--- config.mk ---
export PLATFORM = sky130hd
export DESIGN_NAME = writeback_unit_flat
export DESIGN_NICKNAME = d
export VERILOG_FILES = /design/src/rtl/writeback_unit_pkg.sv /design/src/rtl/writeback_unit_if.sv /design/src/rtl/writeback_unit_scoreboard.sv /design/src/rtl/writeback_unit.sv /design/src/flat_wrapper.sv
export SDC_FILE = /design/constraint.sdc
export NUM_CORES = 1
export LEC_CHECK = 0
export CAP_MARGIN = 20
export CORE_MARGIN = 2
export CORE_UTILIZATION = 41
export CTS_BUF_LIST = sky130_fd_sc_hd__clkbuf_16
export CTS_CLUSTER_DIAMETER = 60
export DETAILED_ROUTE_END_ITERATION = 12
export PLACE_DENSITY_LB_ADDON = 0.1
export SLEW_MARGIN = 20
export SYNTH_ARGS = -nofsm -noshare
export SYNTH_HDL_FRONTEND = slang
export SYNTH_SLANG_ARGS = --single-unit
--- constraint.sdc ---
create_clock -name clk -period 6 [get_ports clk]
set_input_delay 0.6 -clock clk [delete_from_list [all_inputs] [get_ports clk]]
set_output_delay 0.6 -clock clk [all_outputs]
set_load 0.01 [all_outputs]
--- src/rtl/writeback_unit_pkg.sv ---
// Shared CPU definitions for the write-back path: FSM encoding and register-bank geometry.
package writeback_unit_pkg;

  localparam int unsigned NumRegs        = 16;
  localparam int unsigned RegAddrW       = 4;
  localparam int unsigned DefaultTimeout = 255;

  typedef enum logic [1:0] {
    StIdle    = 2'd0,
    StMemWait = 2'd1,
    StWrite   = 2'd2
  } wb_state_e;

endpackage

--- src/rtl/writeback_unit_if.sv ---
// Bundle of the retire, memory-read, register-bank and hazard-lookup signals.
interface writeback_unit_if;
  import writeback_unit_pkg::*;

  logic                in_valid;
  logic                in_ready;
  logic [RegAddrW-1:0] in_dest;
  logic                in_we;
  logic                in_we_high;
  logic                in_is_load;
  logic [31:0]         in_data;
  logic [31:0]         in_mem_addr;

  logic                mem_start;
  logic [31:0]         mem_addr;
  logic                mem_done;
  logic [31:0]         mem_q;

  logic                wb_en;
  logic                wb_we;
  logic                wb_we_high;
  logic                wb_read_mem;
  logic [RegAddrW-1:0] wb_addr_d;
  logic [31:0]         wb_data_d;
  logic [31:0]         wb_mem_q;

  logic [RegAddrW-1:0] haz_addr_a;
  logic [RegAddrW-1:0] haz_addr_b;
  logic                haz_a;
  logic                haz_b;
  logic                timeout_err;

  // Driver side: retiring core, memory responder and operand-fetch stage.
  modport master (
    output in_valid, in_dest, in_we, in_we_high, in_is_load, in_data, in_mem_addr,
    output mem_done, mem_q, haz_addr_a, haz_addr_b,
    input  in_ready, mem_start, mem_addr,
    input  wb_en, wb_we, wb_we_high, wb_read_mem, wb_addr_d, wb_data_d, wb_mem_q,
    input  haz_a, haz_b, timeout_err
  );

  // Write-back unit side.
  modport slave (
    input  in_valid, in_dest, in_we, in_we_high, in_is_load, in_data, in_mem_addr,
    input  mem_done, mem_q, haz_addr_a, haz_addr_b,
    output in_ready, mem_start, mem_addr,
    output wb_en, wb_we, wb_we_high, wb_read_mem, wb_addr_d, wb_data_d, wb_mem_q,
    output haz_a, haz_b, timeout_err
  );

endinterface

--- src/rtl/writeback_unit_scoreboard.sv ---
// Pending-write bitmap: one bit per register, set on accept, cleared when the write
// lands or is abandoned. Register 0 is never tracked.
module wb_scoreboard
  import writeback_unit_pkg::*;
(
  input  logic                clk,
  input  logic                reset,
  input  logic                set_en,
  input  logic [RegAddrW-1:0] set_addr,
  input  logic                clr_en,
  input  logic [RegAddrW-1:0] clr_addr,
  input  logic [RegAddrW-1:0] look_addr_a,
  input  logic [RegAddrW-1:0] look_addr_b,
  output logic                hit_a,
  output logic                hit_b
);

  logic [NumRegs-1:0] pending_q;
  logic [NumRegs-1:0] pending_d;

  // Next bitmap: clear first so a same-cycle set of a different register survives.
  always_comb begin
    pending_d = pending_q;
    if (clr_en) pending_d[clr_addr] = 1'b0;
    if (set_en && (set_addr != '0)) pending_d[set_addr] = 1'b1;
    pending_d[0] = 1'b0;
  end

  // Bitmap register.
  always_ff @(posedge clk or posedge reset) begin
    if (reset) pending_q <= '0;
    else       pending_q <= pending_d;
  end

  assign hit_a = pending_q[look_addr_a];
  assign hit_b = pending_q[look_addr_b];

endmodule

--- src/rtl/writeback_unit.sv ---
// Write-side sequencer for the register bank: accepts one retiring result, runs the
// memory read for loads, then emits a single-cycle write-back strobe.
module writeback_unit
  import writeback_unit_pkg::*;
#(
  parameter int unsigned TIMEOUT = DefaultTimeout
) (
  input logic             clk,
  input logic             reset,
  writeback_unit_if.slave bus
);

  localparam logic [15:0] CntMax = 16'(TIMEOUT - 1);

  wb_state_e           state_q, state_d;
  logic [15:0]         cnt_q, cnt_d;
  logic                is_load_q, is_load_d;
  logic                we_high_q, we_high_d;
  logic [RegAddrW-1:0] addr_q, addr_d;
  logic [31:0]         data_q, data_d;
  logic [31:0]         mem_addr_q, mem_addr_d;
  logic [31:0]         mem_q_q, mem_q_d;
  logic                mem_start_q, mem_start_d;
  logic                wb_en_q, wb_en_d;
  logic                wb_we_high_q, wb_we_high_d;
  logic                wb_read_mem_q, wb_read_mem_d;
  logic                timeout_q, timeout_d;
  logic                set_en, clr_en;

  // Next-state and next-output logic; outputs are computed here and registered below.
  always_comb begin
    state_d       = state_q;
    cnt_d         = cnt_q;
    is_load_d     = is_load_q;
    we_high_d     = we_high_q;
    addr_d        = addr_q;
    data_d        = data_q;
    mem_addr_d    = mem_addr_q;
    mem_q_d       = mem_q_q;
    timeout_d     = timeout_q;
    mem_start_d   = 1'b0;
    wb_en_d       = 1'b0;
    wb_we_high_d  = 1'b0;
    wb_read_mem_d = 1'b0;
    set_en        = 1'b0;
    clr_en        = 1'b0;

    unique case (state_q)
      StIdle: begin
        // Results with in_we=0 are accepted and dropped without leaving IDLE.
        if (bus.in_valid && bus.in_we) begin
          addr_d    = bus.in_dest;
          we_high_d = bus.in_we_high;
          is_load_d = bus.in_is_load;
          data_d    = bus.in_data;
          set_en    = 1'b1;
          if (bus.in_is_load) begin
            mem_addr_d  = bus.in_mem_addr;
            mem_start_d = 1'b1;
            cnt_d       = '0;
            state_d     = StMemWait;
          end else begin
            state_d = StWrite;
          end
        end
      end
      StMemWait: begin
        if (bus.mem_done) begin
          mem_q_d = bus.mem_q;
          cnt_d   = '0;
          state_d = StWrite;
        end else if (cnt_q == CntMax) begin
          timeout_d = 1'b1;
          clr_en    = 1'b1;
          cnt_d     = '0;
          state_d   = StIdle;
        end else begin
          cnt_d = cnt_q + 16'd1;
        end
      end
      StWrite: begin
        clr_en  = 1'b1;
        state_d = StIdle;
      end
      default: state_d = StIdle;
    endcase

    if (state_d == StWrite) begin
      wb_en_d       = 1'b1;
      wb_we_high_d  = we_high_d & ~is_load_d;
      wb_read_mem_d = is_load_d;
    end
  end

  // State, latched fields and registered outputs.
  always_ff @(posedge clk or posedge reset) begin
    if (reset) begin
      state_q       <= StIdle;
      cnt_q         <= '0;
      is_load_q     <= 1'b0;
      we_high_q     <= 1'b0;
      addr_q        <= '0;
      data_q        <= '0;
      mem_addr_q    <= '0;
      mem_q_q       <= '0;
      mem_start_q   <= 1'b0;
      wb_en_q       <= 1'b0;
      wb_we_high_q  <= 1'b0;
      wb_read_mem_q <= 1'b0;
      timeout_q     <= 1'b0;
    end else begin
      state_q       <= state_d;
      cnt_q         <= cnt_d;
      is_load_q     <= is_load_d;
      we_high_q     <= we_high_d;
      addr_q        <= addr_d;
      data_q        <= data_d;
      mem_addr_q    <= mem_addr_d;
      mem_q_q       <= mem_q_d;
      mem_start_q   <= mem_start_d;
      wb_en_q       <= wb_en_d;
      wb_we_high_q  <= wb_we_high_d;
      wb_read_mem_q <= wb_read_mem_d;
      timeout_q     <= timeout_d;
    end
  end

  wb_scoreboard u_scoreboard (
    .clk         (clk),
    .reset       (reset),
    .set_en      (set_en),
    .set_addr    (bus.in_dest),
    .clr_en      (clr_en),
    .clr_addr    (addr_q),
    .look_addr_a (bus.haz_addr_a),
    .look_addr_b (bus.haz_addr_b),
    .hit_a       (bus.haz_a),
    .hit_b       (bus.haz_b)
  );

  assign bus.in_ready    = (state_q == StIdle);
  assign bus.mem_start   = mem_start_q;
  assign bus.mem_addr    = mem_addr_q;
  // Only writing instructions ever reach WRITE, so the enable tracks the strobe.
  assign bus.wb_en       = wb_en_q;
  assign bus.wb_we       = wb_en_q;
  assign bus.wb_we_high  = wb_we_high_q;
  assign bus.wb_read_mem = wb_read_mem_q;
  assign bus.wb_addr_d   = addr_q;
  assign bus.wb_data_d   = data_q;
  assign bus.wb_mem_q    = mem_q_q;
  assign bus.timeout_err = timeout_q;

endmodule
--- src/flat_wrapper.sv ---
// flat-port wrapper written by rule: the top's interface ports become plain ports
module writeback_unit_flat import writeback_unit_pkg::*;
#(
  parameter int unsigned TIMEOUT = DefaultTimeout
)
  (clk, reset, bus_in_valid, bus_in_dest, bus_in_we, bus_in_we_high, bus_in_is_load, bus_in_data, bus_in_mem_addr, bus_mem_done, bus_mem_q, bus_haz_addr_a, bus_haz_addr_b, bus_in_ready, bus_mem_start, bus_mem_addr, bus_wb_en, bus_wb_we, bus_wb_we_high, bus_wb_read_mem, bus_wb_addr_d, bus_wb_data_d, bus_wb_mem_q, bus_haz_a, bus_haz_b, bus_timeout_err);
  writeback_unit_if bus_i ();
  input logic clk;
  input logic reset;
  input wire logic [$bits(bus_i.in_valid)-1:0] bus_in_valid;
  input wire logic [$bits(bus_i.in_dest)-1:0] bus_in_dest;
  input wire logic [$bits(bus_i.in_we)-1:0] bus_in_we;
  input wire logic [$bits(bus_i.in_we_high)-1:0] bus_in_we_high;
  input wire logic [$bits(bus_i.in_is_load)-1:0] bus_in_is_load;
  input wire logic [$bits(bus_i.in_data)-1:0] bus_in_data;
  input wire logic [$bits(bus_i.in_mem_addr)-1:0] bus_in_mem_addr;
  input wire logic [$bits(bus_i.mem_done)-1:0] bus_mem_done;
  input wire logic [$bits(bus_i.mem_q)-1:0] bus_mem_q;
  input wire logic [$bits(bus_i.haz_addr_a)-1:0] bus_haz_addr_a;
  input wire logic [$bits(bus_i.haz_addr_b)-1:0] bus_haz_addr_b;
  output wire logic [$bits(bus_i.in_ready)-1:0] bus_in_ready;
  output wire logic [$bits(bus_i.mem_start)-1:0] bus_mem_start;
  output wire logic [$bits(bus_i.mem_addr)-1:0] bus_mem_addr;
  output wire logic [$bits(bus_i.wb_en)-1:0] bus_wb_en;
  output wire logic [$bits(bus_i.wb_we)-1:0] bus_wb_we;
  output wire logic [$bits(bus_i.wb_we_high)-1:0] bus_wb_we_high;
  output wire logic [$bits(bus_i.wb_read_mem)-1:0] bus_wb_read_mem;
  output wire logic [$bits(bus_i.wb_addr_d)-1:0] bus_wb_addr_d;
  output wire logic [$bits(bus_i.wb_data_d)-1:0] bus_wb_data_d;
  output wire logic [$bits(bus_i.wb_mem_q)-1:0] bus_wb_mem_q;
  output wire logic [$bits(bus_i.haz_a)-1:0] bus_haz_a;
  output wire logic [$bits(bus_i.haz_b)-1:0] bus_haz_b;
  output wire logic [$bits(bus_i.timeout_err)-1:0] bus_timeout_err;
  assign bus_i.in_valid = bus_in_valid;
  assign bus_i.in_dest = bus_in_dest;
  assign bus_i.in_we = bus_in_we;
  assign bus_i.in_we_high = bus_in_we_high;
  assign bus_i.in_is_load = bus_in_is_load;
  assign bus_i.in_data = bus_in_data;
  assign bus_i.in_mem_addr = bus_in_mem_addr;
  assign bus_i.mem_done = bus_mem_done;
  assign bus_i.mem_q = bus_mem_q;
  assign bus_i.haz_addr_a = bus_haz_addr_a;
  assign bus_i.haz_addr_b = bus_haz_addr_b;
  assign bus_in_ready = bus_i.in_ready;
  assign bus_mem_start = bus_i.mem_start;
  assign bus_mem_addr = bus_i.mem_addr;
  assign bus_wb_en = bus_i.wb_en;
  assign bus_wb_we = bus_i.wb_we;
  assign bus_wb_we_high = bus_i.wb_we_high;
  assign bus_wb_read_mem = bus_i.wb_read_mem;
  assign bus_wb_addr_d = bus_i.wb_addr_d;
  assign bus_wb_data_d = bus_i.wb_data_d;
  assign bus_wb_mem_q = bus_i.wb_mem_q;
  assign bus_haz_a = bus_i.haz_a;
  assign bus_haz_b = bus_i.haz_b;
  assign bus_timeout_err = bus_i.timeout_err;
  writeback_unit #(.TIMEOUT(TIMEOUT)) u_core (.clk(clk), .reset(reset), .bus(bus_i));
endmodule
# Word level (Yosys, flattened, before mapping)
# Index checks and enable logic that the tools add are counted.
[word_totals] reg_bits=140 in_bits=115 output_inout_bits=109
[op_classes] n_addsub=1 order_cmp=6 bitwise_logic=6 mux=35 reduce_logical=12 eq_ne=6
[op_table] cell="$mux 16" count=6
[op_table] cell="$pmux 16 s2" count=1
[op_table] cell="$lt 4x5->1 const B" count=4
[op_table] cell="$mux 1" count=18
[op_table] cell="$add 16x1->16 const B" count=1
[op_table] cell="$and 16x16->16" count=1
[op_table] cell="$eq 16x8->1 const B" count=1
[op_table] cell="$not 16->16" count=1
[op_table] cell="$or 16x16->16" count=1
[op_table] cell="$reduce_and 3->1" count=3
[op_table] cell="$bmux 1 s4" count=2
[op_table] cell="$demux 1 s4" count=2
[op_table] cell="$ge 4x1->1 const B" count=2
[op_table] cell="$mux 2" count=4
[op_table] cell="$eq 2x2->1 const B" count=2
[op_table] cell="$logic_and 1x1->1" count=4
[op_table] cell="$pmux 2 s2" count=1
[op_table] cell="$reduce_and 2->1" count=2
[op_table] cell="$reduce_bool 4->1" count=1
[op_table] cell="$eq 2x1->1 const B" count=1
[op_table] cell="$logic_not 2->1" count=1
[op_table] cell="$ne 2x1->1 const B" count=1
[op_table] cell="$ne 2x2->1 const B" count=1
[op_table] cell="$not 1->1" count=2
[op_table] cell="other kinds (3)" count=3

# Depth between registers and ports, before layout
# Gate-level depths: netlist of run 1.
[depth] word_depth=9 mapped_depth=9 mapped_depth_nobuf=7

# Cells and area by module
# A second synthesis of run 1 with hierarchy kept.
[unflattened] hier_cells=533 area_unflattened_um2=6129.6
[modules_own_cells] mod="writeback_unit" area_per_inst_um2=5192.5 n_inst=1 cells_per_inst=439
[modules_own_cells] mod="wb_scoreboard" area_per_inst_um2=937.1 n_inst=1 cells_per_inst=94

# Least setup slack after synthesis of run 1
# Ideal clock, no wire load.
[synth_path] path_kind="input-to-output" start="in bus_haz_addr_a[0]" end="out bus_haz_a" n_path_buf=0 setup_slack_ps=3836 t_arrival_ps=1564 stages=2 cell_sequence="mux4_2 > mux4_2"
[synth_via] elab_chain_cells=2
[synth_lines] item="start, declared" line_no="flat_wrapper.sv:19" source="input wire logic [$bits(bus_i.haz_addr_a)-1:0] bus_haz_addr_a;"
[synth_lines] item="$bmux 1 s4" line_no="writeback_unit_scoreboard.sv:35" source="assign hit_a = pending_q[look_addr_a];"
[synth_lines] item="$mux 1 (not written as such)" line_no="writeback_unit_scoreboard.sv:35"
[synth_lines] item="end, declared" line_no="flat_wrapper.sv:31" source="output wire logic [$bits(bus_i.haz_a)-1:0] bus_haz_a;"
# Every way passes these cells. The select of a mux whose other input is x is not followed.

# Worst setup path in the final report of run 1
# Same ends and word-level chain as after synthesis.

==> results of run 1 <==
[synth_stat cells (all sizes together) (2+ instances only)]
library cell  count  area, um2
nor2              8      30.03
o21ai            15      75.07
a32oi             3      26.28
xnor2             2      17.52
nand3             9      45.04
clkbuf           18      67.56
nor4              6      37.54
or3               5      31.28
and4              2      17.52
mux2             69      777.0
nand4b            4      35.03
nor3              9      45.04
inv              16      60.06
a21oi            16      102.6
a22oi             6      45.04
nand2           127      476.7
mux2i             8      80.08
nor2b             4      25.02
ha                5      62.56
a31oi             3      18.77
o22ai             2      12.51
buf              10      53.80
o211ai           11      82.58
mux4              8      180.2
a211oi            2      20.02
dfrtp           140       3503
and2              4      25.02
nand4             8      56.30
nand2b            6      45.04
[sequential cells by signal (all words and copies together) (netlist names), 2 cells and up]
name / flops
u_core.bus.wb_data_d: 32
u_core.bus.mem_addr: 32
u_core.cnt_q: 16
u_core.u_scoreboard.pending_q: 15
u_core.bus.wb_mem_q: 32
u_core.bus.wb_addr_d: 4
u_core.state_q: 2
[cells by family after synthesis]
kind of cell,synth area share
adder cells (fa/ha/maj),0.01018
multiplexers,0.1687
buffers and inverters,0.02951
AO/OA/AOI/OAI,0.07226
AND/OR/NAND/NOR,0.1465
flip-flops,0.5699
XOR/XNOR,0.002850
[metal layers]
layer  track usage  wire length (um)  vias to the layer above  share of wire
li1              -                 -                     2312              -
met1        0.2643              6797                     2389           0.41
met2        0.3344              7980                      171           0.48
met3       0.09321              1490                       19          0.090
met4       0.06399               284                        0          0.017
met5             0                 0                        -              0
[power groups by stage]
| stage | sequential (uW) | combinational, uW | clock, uW |
|---|---|---|---|
| after floorplan | 1680 | 595 | 0 |
| after global placement | 1540 | 1700 | 0 |
| after detailed placement | 1550 | 1710 | 0 |
| after CTS | 1550 | 1720 | 1090 |
| after global routing | 1600 | 1830 | 1130 |
| final | 1550 | 1710 | 1060 |
[how the worst max path moves through the flow]
stage / endpoint / slack [ns] / depth (start not counted)
2_1_floorplan: u_core.bus.mem_addr[0]$_DFFE_PP0P_ / 1.65 / 1
3_3_place_gp: u_core.bus.mem_addr[7]$_DFFE_PP0P_ / 2.54 / 5
3_5_place_dp: u_core.bus.mem_addr[15]$_DFFE_PP0P_ / 2.45 / 5
4_1_cts: u_core.bus.mem_addr[3]$_DFFE_PP0P_ / 2.56 / 6
5_1_grt: bus_haz_a / 2.56 / 4
6_report: bus_haz_a / 2.67 / 4
[through the flow]
stage | setup slack [ns] | instance area, um2 | total power [uW] | instances | util
after global routing | 2.563 | 9140 | 4558 | 950 | 0.6265
after floorplan | 1.647 | 6147 | 2280 | 536 | -
final | 2.674 | 9140 | 4320 | 950 | 0.6265
after global placement | 2.541 | 8513 | 3243 | 917 | 0.5835
after CTS | 2.561 | 9112 | 4362 | 949 | 0.6246
after detailed placement | 2.450 | 8513 | 3262 | 917 | 0.5835
[area by class of cell]
type | count | area, um2 | share of cell area
sequential | 140 | 3503 | 0.3833
tap | 184 | 230.2 | 0.02519
inverter | 16 | 65.06 | 0.007118
timing repair buffer | 226 | 2258 | 0.2471
clock inverter | 15 | 173.9 | 0.01903
clock buffer | 17 | 425.4 | 0.04654
multi-input combinational | 352 | 2484 | 0.2717
[layout by cell type (no fill, tap or decap), types with 4 or more instances in the layout]
cell               n
nor3_1             9
mux2_2            69
nand4_1            7
nor2_1             8
inv_1             18
dfrtp_1          140
mux2i_1            8
nand4b_1           4
nor2b_1            4
o21ai_0            9
inv_6              4
clkdlybuf4s50_1  223
mux4_2             8
a21oi_1           12
a22oi_1            6
nor4_1             6
o21ai_1            6
or3_1              5
nand2b_1           5
clkbuf_16         17
ha_1               5
and2_1             4
nand2_1          127
o211ai_1          11
nand3_1            8
[critical path: stages]
cell and delay (ns):
clkdlybuf4s50_1 0.61, mux4_2 0.56, mux4_2 0.47, clkdlybuf4s50_1 0.49
==> summary.md, run 1 <==
| Metric | Value |
|---|---|
| Hold EP | u_core.bus.timeout_err$_DFFE_PP0P_ |
| Gpl congestion | between 0.8 and 0.9 |
| Antenna fix cells | 0 |
| CP startpoint kind | primary input |
| Detail Route Antenna Nets | 0 |
| Worst r2r path cells | 6 |
| Setup-failing EPs final | 0 |
| Clk_lat worst skew | a little over 0.4 ns |
| Post-cts resize count | 0 |
| FFs w/ async S/R, synth | 1.000 |
| Num CTS Buffers | 17 |
| Synth-to-layout area growth | 48.69% |
| DIE WIDTH | 126.4 um |
| Reg2reg end | u_core.bus.mem_addr[3]$_DFFE_PP0P_ |
| Post-synth top flop | dfrtp_1 |
| Worst-Margin Slew | around 1.0 ns |
| WL/cell | 17.42 um |
| Hold Crit Start | u_core.bus.timeout_err$_DFFE_PP0P_ |
| Synthesized net count | about 660 |
| CTS max path bufs | 2 |
| Layout cells sized above 1 | 0.1567 |
| Post-DP HPWL | around 12 mm |
| Internal power | a little under 3000 uW |
| Max FO, Critical Path | 5 |
| Hold Path Cell Cnt | 1 |
| CTS Sinks | between 100 and 150 |
| Net Sw Frac | 0.3134 |
| Reg power frac | 0.358 |
| HP Class | reg -> reg |
| Post-Syn Area per Cell | approximately 11 um2 |
| Vias/cell | around 5.1 |
| TritonCTS clock tree | built |
| Period utilization | 0.5544 |
| Crit path from | bus_haz_addr_a[0] |
| CORE AREA | 14590 um2 |
| Clock Power Share | 0.246 |
| Routed WL | about 17 mm |
| Largest net degree at the start of global routing | between 90 and 100 |
| Fin crit period | 3.326 ns |
| Logic gate share of total power | 0.395 |
| Outcome | finished, final reports clean |
| Routed via count | 4891 |
| Setup Buffers After CTS | 0 |
| Relative slew slack | 0.3260 |
| Clock skew | between 0.007 and 0.008 ns |
| RSZ-0062 raised after global routing | no |
| Vias in the first global route | slightly above 5000 |
| Worst vdd ir | around 0.00026 V |
| Fillers | 1138 |
| Power density cells | approximately 470 nW/um2 |
| Die area | 15990 um2 |
| Iteration-0 DRC Markers | about 360 |
| Fin Hold WS | about 0.47 ns |
| Setup CP Type | in -> out |
| Yosys warnings | 0 |
| First-pass GRT wire length | 26.48 mm |
| Nets@finish | between 800 and 900 |
| Hold-fix buffers, CTS | 0 |
| Total global routing overflow | 0 |
| Max Clock Freq | about 300 MHz |
| Count of pins over their slew limit | 0 |
| Sequential area share after synthesis | 0.5699 |
| Launching point of the worst reg2reg path | u_core.state_q[0]$_DFF_PP0_ |
| # IOs | around 220 |
| CP Capture Type | output port |
| H-tree Lvls | 4 |
| R2R setup slack | a little over 3 ns |
| Setup TNS | 0 ns |
| IO Port Bufs | 223 |
| Flops & latches, synth | 140 |
| # rows | 44 |
| Die Y-Extent | 126.4 um |
| Syn Std Cell Area | 6147 um2 |
| Post-synth EDFFs | 0 |
| Gate count after technology mapping | between 500 and 600 |
| Tot GR Track Use | 0.2118 |
| Max-Cap Viols | 0 |
| Sw Pwr | approximately 1400 uW |
| Initial antenna violation count | 0 |
| Starting density of the core | 0.4214 |
| Pre-antenna DRT Iters | 6 |
| Pleak | between 0.003 and 0.004 uW |
| Netlist cell types | 48 |
| DRC Markers | 0 |
| Final hold violations | 0 |
| Clock Root Buffer | clkbuf_16 |
| Clock slew at reported path FFs | roughly 0.06 ns |
| Crit path required time | approximately 5.4 ns |
| Crit path DAT | 2.73 ns |
(Power assumes the default switching activity.)
==> run 2, diff against run 1 <==
clock period = 3.5 ns   (was 6 ns; I/O delays follow)
==> run 2 against run 1 <==
Register-to-register slack got worse by 2.1 ns. Worst hold slack got worse by 0.013 ns. Total power rose by 69%. Cell count rose by 0.32%. Worst setup slack got worse by 2.0 ns. Clock-buffer cell count did not move. Design area fell by 0.25%. Sequential power rose by 70%.
==> summary.md, run 2 (synthesis results as in run 1) <==
| Metric | Value |
|---|---|
| Outcome | finished, final reports clean |
| Fin area | 9117 um2 (-0.25%) |
| Max FO, Critical Path | 5 (unchanged) |
| Largest net degree at the start of global routing | 141 (+45%) |
| Synth-to-layout area growth | 48.32% |
| Crit path DAT | 2.47 ns (-0.26 ns) |
| Tot GR Track Use | 0.2172 (+0.005447) |
| CP max-delay cell | clkdlybuf4s50_1 |
| DRC Markers | 0 (unchanged) |
| Starting density of the core | 0.4214 (unchanged) |
| TritonCTS clock tree | built |
| Detail Route Antenna Nets | 0 (unchanged) |
| Period utilization | 0.8061 |
| Met3 usage | 0.09785 (+0.004639) |
| Worst-Margin Slew | 0.9805 ns (-0.02852 ns) |
| Relative slew slack | 0.3456 (+0.01968) |
| Max incr delay on CP | 0.61 ns (about the same) |
| Total global routing overflow | 0 (unchanged) |
| Clock slew at reported path FFs | 0.07 ns (about the same) |
| WL/cell | 17.71 um (+1.6%) |
| Routed WL | 16.88 mm (+2.0%) |
| Final design utilization | 0.6250 (-0.001544) |
| Initial antenna violation count | 1 (+1) |
| Hold-fix buffers, CTS | 0 (unchanged) |
| Power density cells | 801.1 nW/um2 (+70%) |
| CP Capture Type | output port |
| Setup TNS | 0 ns (unchanged) |
| Count of pins over their slew limit | 0 (unchanged) |
| Critical-path cell list | clkdlybuf4s50_1 > mux4_2 > mux4_2 > clkdlybuf4s50_1 |
| First-pass GRT wire length | 27.30 mm (+3.1%) |
| Fin Hold WS | 0.4599 ns (-0.01279 ns) |
| Grt met1 use | 0.2560 (-0.008248) |
| RSZ-0062 raised after global routing | no |
| Setup Buffers After CTS | 0 (unchanged) |
| Crit path required time | 3.15 ns (-2.25 ns) |
| Worst vdd ir | 0.0004870 V (+84%) |
| Clock skew | 0.006829 ns (-0.001136 ns) |
| Layout cells sized above 1 | 0.1625 (+0.005891) |
| Global routing's busiest layer | met2 |
| Max Clock Freq | ~350 MHz |
| R2R setup slack | 0.99 ns (-2.10 ns) |
| CTS max path bufs | 2 (unchanged) |
| WP depth | 4 (unchanged) |
| Vias/cell | 5.131 (-0.34%) |
| H-tree Lvls | 4 (unchanged) |
| Hold Path Cell Cnt | 3 (+2) |
| CP startpoint kind | primary input |
| Bufs and invs on worst path | 2 (unchanged) |
| CTS Sinks | 140 (unchanged) |
| PnR Total Power | 7304 uW (+69%) |
| Area of the multi-input gates | 2467 um2 (-0.65%) |
| Setup-failing EPs final | 0 (unchanged) |
| CORE AREA | 14590 um2 (unchanged) |
| DIE WIDTH | 126.4 um (unchanged) |
| Vias in the first global route | 5226 (+3.6%) |
| Max-Cap Viols | 0 (unchanged) |
| Sequential cell area | 3503 um2 (unchanged) |
| Pleak | 0.003866 uW (-0.50%) |
| Die area | 15990 um2 (unchanged) |
| Worst r2r path cells | 7 (+1) |
| Nets@finish | 876 (+0.34%) |
| Fin crit period | around 2.8 ns |
| Setup CP Type | in -> out |
| # IOs | 224 (unchanged) |
| Routed via count | 4890 (-0.020%) |
| Final hold violations | 0 (unchanged) |
| Num CTS Buffers | 17 (unchanged) |
| Antenna fix cells | 0 (unchanged) |
| Most common cell after layout, fill and taps aside | clkdlybuf4s50_1 |
| Clock Root Buffer | clkbuf_16 |
| Gpl congestion | 0.8407 (+2.7%) |
| Fillers | 1154 (+1.4%) |
| GR Layer Usage met2 | 0.3583 (+0.02391) |
| Cell Area, Placed | 8554 um2 (+0.49%) |
| # rows | 44 (unchanged) |
| IO Port Bufs | 223 (unchanged) |
| Pre-antenna DRT Iters | 4 (-2) |
| Post-DP HPWL | 12.17 mm (+3.5%) |
| Post-cts resize count | 0 (unchanged) |
| Iteration-0 DRC Markers | 435 (+20%) |
| Most frequent cells in the layout | clkdlybuf4s50_1 (223), dfrtp_1 (140), nand2_1 (127) |
| Clk_lat worst skew | 0.42 ns (about the same) |
| CP top delay family | buffers and inverters |
| HP Class | in -> reg |
| Die Y-Extent | 126.4 um (unchanged) |
run 2: metal layers:
layer  up-vias  part of all wire  routed length (um)
met5         -           0.00065                  11
met3        14             0.096                1620
li1       2311                 -                   -
met1      2402              0.39                6589
met4         2             0.012                 204
met2       161              0.50                8451
run 2: worst paths after layout:
| check | start | end |
|---|---|---|
| min in group asynchronous | reset | u_core.cnt_q[1]$_DFFE_PP0P_ |
| max in group asynchronous | reset | u_core.bus.wb_data_d[13]$_DFFE_PP0P_ |
| min reg2reg | u_core.bus.mem_addr[19]$_DFFE_PP0P_ | u_core.bus.mem_addr[19]$_DFFE_PP0P_ |
| max reg2reg | u_core.state_q[0]$_DFF_PP0_ | u_core.cnt_q[11]$_DFFE_PP0P_ |
| max | bus_haz_addr_b[0] | bus_haz_b |
| min | bus_in_mem_addr[0] | u_core.bus.mem_addr[0]$_DFFE_PP0P_ |
run 2: layout make-up:
cell class / count / area share
Clock inverter: 15 / 0.01510
Timing Repair Buffer: 229 / 0.2511
Tap cell: 184 / 0.02525
Sequential cell: 140 / 0.3842
Inverter: 16 / 0.006999
Clock buffer: 17 / 0.04666
Multi-Input combinational cell: 352 / 0.2706
run 2: worst reg2reg max path: stages, from the launching register on:
cell and delay [ns]:
dfrtp_1 0.41, inv_1 0.11, ha_1 0.38, nand4_2 0.21, buf_4 0.30, a2111o_1 0.51, or3_1 0.39, a21oi_2 0.14
run 2: report_power, final:
part / switching [uW] / total, uW / leakage, uW / internal (uW)
Sequential: 384 / 2640 / 0.00168 / 2260
Clock: 733 / 1720 / 0.000266 / 987
Combinational: 1230 / 2940 / 0.00192 / 1710
Total: 2350 / 7300 / 0.00387 / 4960
run 2: stage by stage:
| step | worst slack (ns) | instances |
|---|---|---|
| after detailed placement | 0.6679 | 921 |
| after CTS | 0.6619 | 953 |
| final | 0.6785 | 953 |
| after global routing | 0.5965 | 953 |
| after floorplan | 1.401 | 536 |
| after global placement | 0.7158 | 921 |
==> run 3, diff against run 2 <==
clock period = 2.72 ns   (was 3.5 ns; I/O delays follow)
==> run 3 against run 2 <==
Clock-buffer cell count is the same. Design area grew 0.78%. Routed wire length is essentially flat. First-iteration DRC count grew 5.7%. Total power grew 29%. Clock power grew 28%. Highest routed layer unchanged.
==> summary.md, run 3 (synthesis results as in run 1) <==
| Metric | Value |
|---|---|
| Gpl congestion | 0.8197 (-2.5%) |
| Fin crit period | approximately 2.7 ns |
| Sw Pwr | 2936 uW (+25%) |
| Relative slew slack | 0.5258 (+0.1801) |
| Sequential cell area | 3503 um2 (unchanged) |
| Critical-path cell list | clkdlybuf4s50_1 > mux4_2 > mux4_2 > clkdlybuf4s50_1 |
| Setup CP Type | in -> out |
| Most common cell after layout, fill and taps aside | clkdlybuf4s50_1 |
| Crit path required time | 2.45 ns (-0.70 ns) |
| Die area | 15990 um2 (unchanged) |
| Pre-antenna DRT Iters | 4 (unchanged) |
| Largest net degree at the start of global routing | 47 (-67%) |
| Initial antenna violation count | 1 (unchanged) |
| Worst vdd ir | 0.0006461 V (+33%) |
| Max FO, Critical Path | 5 (unchanged) |
| Iteration-0 DRC Markers | 460 (+5.7%) |
| IO Port Bufs | 223 (unchanged) |
| Net Sw Frac | 0.3127 (-0.008685) |
| Fillers | 1185 (+2.7%) |
| CTS max path bufs | 2 (unchanged) |
| Finished Layout Cells | 958 (+0.52%) |
| Area of the multi-input gates | 2467 um2 (unchanged) |
| CORE AREA | 14590 um2 (unchanged) |
| Max Clock Freq | 377.2 MHz |
| Layout cells sized above 1 | 0.1628 (+0.0002419) |
| Clock skew | 0.007750 ns (+0.0009211 ns) |
| Worst r2r path cells | 6 (-1) |
| Total placed cells including tap cells | 926 (+0.54%) |
| Period utilization | 0.9746 |
| # rows | 44 (unchanged) |
| Pleak | 0.003926 uW (+1.6%) |
| Crit path DAT | 2.38 ns (-0.09 ns) |
| R2R setup slack | 0.40 ns (-0.59 ns) |
| Routed via count | 4950 (+1.2%) |
| Max-Cap Viols | 0 (unchanged) |
| Reg power frac | 0.361 (about the same) |
| RSZ-0062 raised after global routing | no |
| Reg2reg end | u_core.cnt_q[13]$_DFFE_PP0P_ |
| Clock Root Buffer | clkbuf_16 |
| DIE WIDTH | 126.4 um (unchanged) |
| Clock Power Share | 0.235 (about the same) |
| Logic gate share of total power | 0.404 (about the same) |
| Hold-fix buffers, CTS | 0 (unchanged) |
| CTS Sinks | 140 (unchanged) |
| Setup-failing EPs final | 0 (unchanged) |
| First-pass GRT wire length | 26.49 mm (-3.0%) |
| TritonCTS clock tree | built |
| Count of pins over their slew limit | 0 (unchanged) |
| # IOs | 224 (unchanged) |
| Internal power | 6452 uW (+30%) |
| Post-DP HPWL | 12.45 mm (+2.3%) |
| H-tree Lvls | 4 (unchanged) |
| Most frequent cells in the layout | clkdlybuf4s50_1 (222), dfrtp_1 (140), nand2_1 (127) |
| WL/cell | 17.62 um (-0.47%) |
| Clk_lat worst skew | 0.42 ns (about the same) |
| Tot GR Track Use | 0.2124 (-0.004844) |
| Num CTS Buffers | 17 (unchanged) |
| Post-cts resize count | 0 (unchanged) |
| Worst-Margin Slew | 0.7099 ns (-0.2706 ns) |
| Final hold violations | 0 (unchanged) |
| Vias in the first global route | 5173 (-1.0%) |
| Nets@finish | 882 (+0.68%) |
| Antenna fix cells | 0 (unchanged) |
| Detail Route Antenna Nets | 0 (unchanged) |
| CP Capture Type | output port |
| Power density cells | 1022 nW/um2 (+28%) |
| Routed WL | 16.88 mm (about the same) |
| Vias/cell | 5.167 (+0.70%) |
| CP max-delay cell | clkdlybuf4s50_1 |
| Total global routing overflow | 0 (unchanged) |
| Die Y-Extent | 126.4 um (unchanged) |
| Starting density of the core | 0.4214 (unchanged) |
| Setup Buffers After CTS | 0 (unchanged) |
| CP startpoint kind | primary input |
| Outcome | finished, final reports clean |
| Launching point of the worst reg2reg path | u_core.state_q[0]$_DFF_PP0_ |
| HP Class | in -> async |
| Synth-to-layout area growth | 49.48% |
| DRC Markers | 0 (unchanged) |
| Max incr delay on CP | 0.60 ns (about the same) |
| Setup TNS | 0 ns (unchanged) |
| Clock slew at reported path FFs | 0.06 ns (about the same) |
[run 3: changes by cell type in the layout (fill, tap and decap cells not counted), sizes merged]
cell           change
buf                +6
bufinv             +1
clkdlybuf4s50      -1
clkinv             +4
clkinvlp           -4
dlymetal6s2s       +1
inv                -2
[run 3: critical path: cells and delay by family]
family	cells	cell delay, ns
muxes	2	1.01
buffers and inverters	2	1.09
[run 3: power by group through the flow]
stage                     clock network (uW)  logic, uW  registers [uW]
final                                   2200       3800            3390
after global routing                    2340       4070            3510
after CTS                               2250       3840            3400
after detailed placement                   0       3820            3410
after global placement                     0       3780            3370
after floorplan                            0       1310            3720
[run 3: stage by stage]
stage	setup WS, ns	instance area (um2)	hold slack, ns	power, uW	utilization
6_report	0.06915	9189	0.3170	9388	0.6298
5_1_grt	0.008124	9189	0.3744	9915	0.6298
4_1_cts	0.01325	9159	0.3287	9482	0.6278
3_5_place_dp	0.02079	8605	0.4616	7227	0.5898
3_3_place_gp	0.08593	8605	0.4565	7156	0.5898
2_1_floorplan	0.6941	6151	0.3774	5029	-
[run 3: area by class of cell]
type | count | share of cell area
multi-input cells | 352 | 0.2685
clock inverters | 14 | 0.01403
repair buffers | 235 | 0.2579
flip-flops and latches | 140 | 0.3813
well taps | 184 | 0.02505
clock buffers | 17 | 0.04630
inverters | 16 | 0.006944
[run 3: how the worst max path moves through the flow]
stage	startpoint	to	slack (ns)	depth (start not counted)
after floorplan	u_core.state_q[0]$_DFF_PP0_	u_core.cnt_q[11]$_DFFE_PP0P_	0.69	7
after global placement	bus_haz_addr_a[0]	bus_haz_a	0.09	4
after detailed placement	bus_haz_addr_b[0]	bus_haz_b	0.02	4
after CTS	bus_haz_addr_b[0]	bus_haz_b	0.01	4
after global routing	bus_haz_addr_a[0]	bus_haz_a	0.008	4
final	bus_haz_addr_a[0]	bus_haz_a	0.07	4
[run 3: per-layer routing]
metal	wire, um	global-route usage	vias to the layer above
met5	7	0	-
met4	276	0.07111	2
met3	1674	0.09616	22
met2	8346	0.3451	185
met1	6579	0.2517	2414
li1	-	-	2327
